### config.mk
export PLATFORM = sky130hd
export DESIGN_NAME = regfile_sb16
export DESIGN_NICKNAME = d
export VERILOG_FILES = /design/src/rtl/regfile_sb16.sv
export SDC_FILE = /design/constraint.sdc
export NUM_CORES = 1
export LEC_CHECK = 0
export CORE_ASPECT_RATIO = 1.5
export CORE_MARGIN = 4
export CORE_UTILIZATION = 55
export CTS_BUF_LIST = sky130_fd_sc_hd__clkbuf_8
export DETAILED_ROUTE_END_ITERATION = 8
export PLACE_DENSITY = 0.76
export SYNTH_ARGS = -nofsm -noshare
export SYNTH_HDL_FRONTEND = slang
export SYNTH_SLANG_ARGS = --single-unit
### constraint.sdc
create_clock -name CLK -period 1.7 [get_ports CLK]
set_input_delay 0.255 -clock CLK [delete_from_list [all_inputs] [get_ports CLK]]
set_output_delay 0.255 -clock CLK [all_outputs]
set_load 0.01 [all_outputs]
### src/rtl/regfile_sb16.sv
// 8x16 register file with a busy scoreboard, write-back bypass and RAW stall.
// Read data is registered; stall is combinational against the current scoreboard.
module regfile_sb16 #(
    parameter int WIDTH = 16,
    parameter int AW    = 3,
    parameter int NREG  = 2**AW
) (
    input  logic             CLK,
    input  logic             RSTN,
    input  logic             rd_en,
    input  logic [AW-1:0]    rd_a_addr,
    input  logic [AW-1:0]    rd_b_addr,
    output logic [WIDTH-1:0] rd_a_data,
    output logic [WIDTH-1:0] rd_b_data,
    input  logic             issue,
    input  logic [AW-1:0]    issue_dst,
    input  logic             wb_en,
    input  logic [AW-1:0]    wb_addr,
    input  logic [WIDTH-1:0] wb_data,
    output logic             stall,
    output logic [NREG-1:0]  busy
);

    logic [WIDTH-1:0] regs_q [NREG];
    logic [NREG-1:0]  busy_q, busy_d;
    logic [WIDTH-1:0] rd_a_q, rd_a_d;
    logic [WIDTH-1:0] rd_b_q, rd_b_d;
    logic             byp_a, byp_b;
    logic             haz_a, haz_b;
    logic             issue_eff;
    logic             rd_go;

    always_comb begin
        byp_a     = wb_en && (wb_addr == rd_a_addr);
        byp_b     = wb_en && (wb_addr == rd_b_addr);
        haz_a     = busy_q[rd_a_addr] && !byp_a;
        haz_b     = busy_q[rd_b_addr] && !byp_b;
        stall     = rd_en && (haz_a || haz_b);
        issue_eff = issue && !stall;
        rd_go     = rd_en && !stall;
    end

    // Issue is applied after write-back so a new producer keeps the bit set.
    always_comb begin
        busy_d = busy_q;
        if (wb_en)
            busy_d[wb_addr] = 1'b0;
        if (issue_eff)
            busy_d[issue_dst] = 1'b1;
    end

    always_comb begin
        rd_a_d = rd_a_q;
        rd_b_d = rd_b_q;
        if (rd_go) begin
            rd_a_d = byp_a ? wb_data : regs_q[rd_a_addr];
            rd_b_d = byp_b ? wb_data : regs_q[rd_b_addr];
        end
    end

    always_ff @(posedge CLK or negedge RSTN) begin
        if (!RSTN) begin
            for (int i = 0; i < NREG; i++)
                regs_q[i] <= '0;
            busy_q <= '0;
            rd_a_q <= '0;
            rd_b_q <= '0;
        end else begin
            if (wb_en)
                regs_q[wb_addr] <= wb_data;
            busy_q <= busy_d;
            rd_a_q <= rd_a_d;
            rd_b_q <= rd_b_d;
        end
    end

    assign rd_a_data = rd_a_q;
    assign rd_b_data = rd_b_q;
    assign busy      = busy_q;

endmodule

==> flow_summary.yaml <==
outcome:
  status: "finished, violations left"
  violations: "setup timing"
run:
  cap_violations: 0
cells_and_area:
  layout.nets: 767
  fillers: 1093
  final_cells: 950
  postLayoutCoreUtil: 0.696
  stdcell_area_mm2: 0.0110
  diodes: 0
  drive_above_1_share: 0.387
  areaGrowthSynthToFinish_pct: 23.5
logic_synthesis:
  synth_seq_area_share: 0.473
  synth-seq-cells: 168
  synth.most_common_cell: "dfrtp_1"
  yosysTopAreaCell: "dfrtp_1"
  synth_cells: 620
  netlist_top_cells_area: "dfrtp_1, mux4_2, mux2_2"
  synth_top_area_share: 0.473
  syn_area_mm2: 0.00888
  synth-edff-count: 0
  syn-num-nets: 653
  synth.distinct_cells: 34
  synthArstFlopShare: 1.00
  synth_area_per_cell_um2: 14.3
  ys_warn_count: 0
  synth-main-ff-cell: "dfrtp_1"
  synth_commonest_cells: "dfrtp_1, mux2_2, mux4_2"
timing:
  finalMaxSlewViolations: 0
  tightest_slew_ns: 0.619
  slew_headroom: 0.587
  tns_ns: -12.29
  fin_crit_sh: 1.23
  hold_slack_ns: 0.337
  fin_skew_ns: 0.0120
  setup_viol: 37
  fin_ws_ns: -0.397
  finalHoldViolations: 0
  period_needed_ns: 2.10
  fmax_mhz: 477
  rsz0062_at_grt: "true"
grt:
  grt_max_degree: 57
  grt_pass1_vias: 6761
  grt_remaining_overflow: 0
  grt_antenna_before_repair: 0
  grt_first_pass_wirelength_um: 37400
  groute.usage.overall: 0.268
clock_tree:
  clk_pin_slew_ns: 0.09
  numCtsBuffers: 17
  cts_root_buffer: "clkbuf_8"
  insertion_delay_ns: 0.46
  cts-htree-levels: 4
  cts_sinks: 168
  clockBufferDepth: 2
  cts_tree: "done"
die:
  std_cell_rows: 56
  design.die.area_mm2: 0.0183
  dieWidth_um: 112
  die_h_um: 164
  core_area_mm2: 0.0158
  io_pins: 74
  initial_utilization: 0.563
worst_setup_path:
  cp.arrival_ns: 2.43
  endpoint_kind: "flop"
  worstPathRequired_ns: 2.04
  critPathKind: "reg2reg"
  start_kind: "flop"
  crit_fanout: 7
placed_design:
  io_buffers: 73
  dpl_cell_area_mm2: 0.0103
  place.gp.congestion: 0.832
  placed_cells: 901
  hpwl_um: 15400
  place_ws_ns: -0.768
routing:
  drc_errors: 0
  drt_pre_antenna_iters: 7
  antenna_left: 0
  wl_per_cell_um: 25.9
  vias: 6230
  finalWirelength_um: 24600
  viasPerCell: 6.56
  drt-initial-drc-count: 542
power_and_ir_drop:
  power.density_mw_per_mm2: 1170
  finalPower_mw: 12.8
  leakage_nw: 4.69
  ir_worst_vdd_uv: 566
worst_hold_path:
  hold_class: "in2async"
-- path summary, 6_finish.rpt --
kind,startpoint,cells after the start,endpoint,slack (ns)
hold / removal,RSTN,2,busy[6],0.34
min in group CLK,issue_dst[2],3,busy[6],0.49
max in group asynchronous,RSTN,3,regs_q[106],0.74
hold reg to reg,rd_a_data[14],1,rd_a_data[14],0.50
setup reg to reg,busy[7],7,rd_a_data[3],-0.40
setup / recovery,busy[7],7,rd_a_data[3],-0.40
-- flip-flops by register name (all words and copies together), names as in the netlist --
name,flops
regs_q,128
rd_a_data,16
busy,8
rd_b_data,16
-- cells in the final DEF (no fill, tap or decap), types with 6 or more instances in the layout --
| master | Yosys | layout |
|---|---|---|
| a21oi_1 | 32 | 32 |
| a32o_1 | 32 | 32 |
| buf_12 | 0 | 22 |
| buf_4 | 3 | 56 |
| buf_6 | 10 | 6 |
| clkbuf_8 | 0 | 18 |
| clkdlybuf4s50_1 | 0 | 51 |
| dfrtp_1 | 168 | 168 |
| dlygate4sd2_1 | 0 | 7 |
| dlymetal6s2s_1 | 0 | 10 |
| inv_1 | 5 | 6 |
| mux2_1 | 43 | 43 |
| mux2_2 | 85 | 85 |
| mux2i_1 | 35 | 35 |
| mux4_2 | 65 | 65 |
| nand2_1 | 11 | 11 |
| o21ai_0 | 32 | 32 |
| xnor2_1 | 6 | 6 |
-- critical path, stage by stage (launching register included) --
cell	delay, ns
dfrtp_1	0.39
mux4_2	0.50
o2111ai_4	0.25
buf_4	0.16
buf_6	0.11
nand3_4	0.15
buf_12	0.20
a32o_1	0.22
-- cell families (layout without fill, tap and decap cells) --
group	after synthesis	in the layout	share of synthesized area
AOI/OAI and AO/OA	110	110	0.0859
xor gates and xnor gates	6	6	0.00592
buffers and inverters	71	198	0.0418
DFF	168	168	0.473
muxes	228	228	0.367
and+or+nand+nor	37	37	0.0265
-- final cells by class --
type,instances,area (µm²),area share
Clock inverter,14,116,0.0106
Clock buffer,18,248,0.0226
Sequential cell,168,4200,0.383
Tap cell,203,254,0.0231
Multi-Input combinational cell,381,4380,0.399
Inverter,6,22.5,0.00205
Timing Repair Buffer,160,1750,0.160
-- what timing repair did --
action,CTS,global route
hold endpoints to repair,52,0
endpoints found under the setup margin,45,55
pin swaps,4,5
hold buffers,1,0
cloned,0,5
buffers inserted,5,7
gates resized for setup,22,20
-- metal layers --
metal / track usage / up-vias / part of all wire
met5: 0 / - / 0
met4: 0.0930 / 0 / 0.027
met3: 0.0474 / 56 / 0.056
met2: 0.480 / 255 / 0.54
met1: 0.325 / 3277 / 0.37
li1: - / 2642 / -
-- report_power, final --
part | total [mW] | switching, mW | internal, mW
clock | 2.68 | 1.59 | 1.09
sequential | 5.82 | 0.765 | 5.05
combinational | 4.29 | 1.70 | 2.59
(Power assumes the default switching activity.)
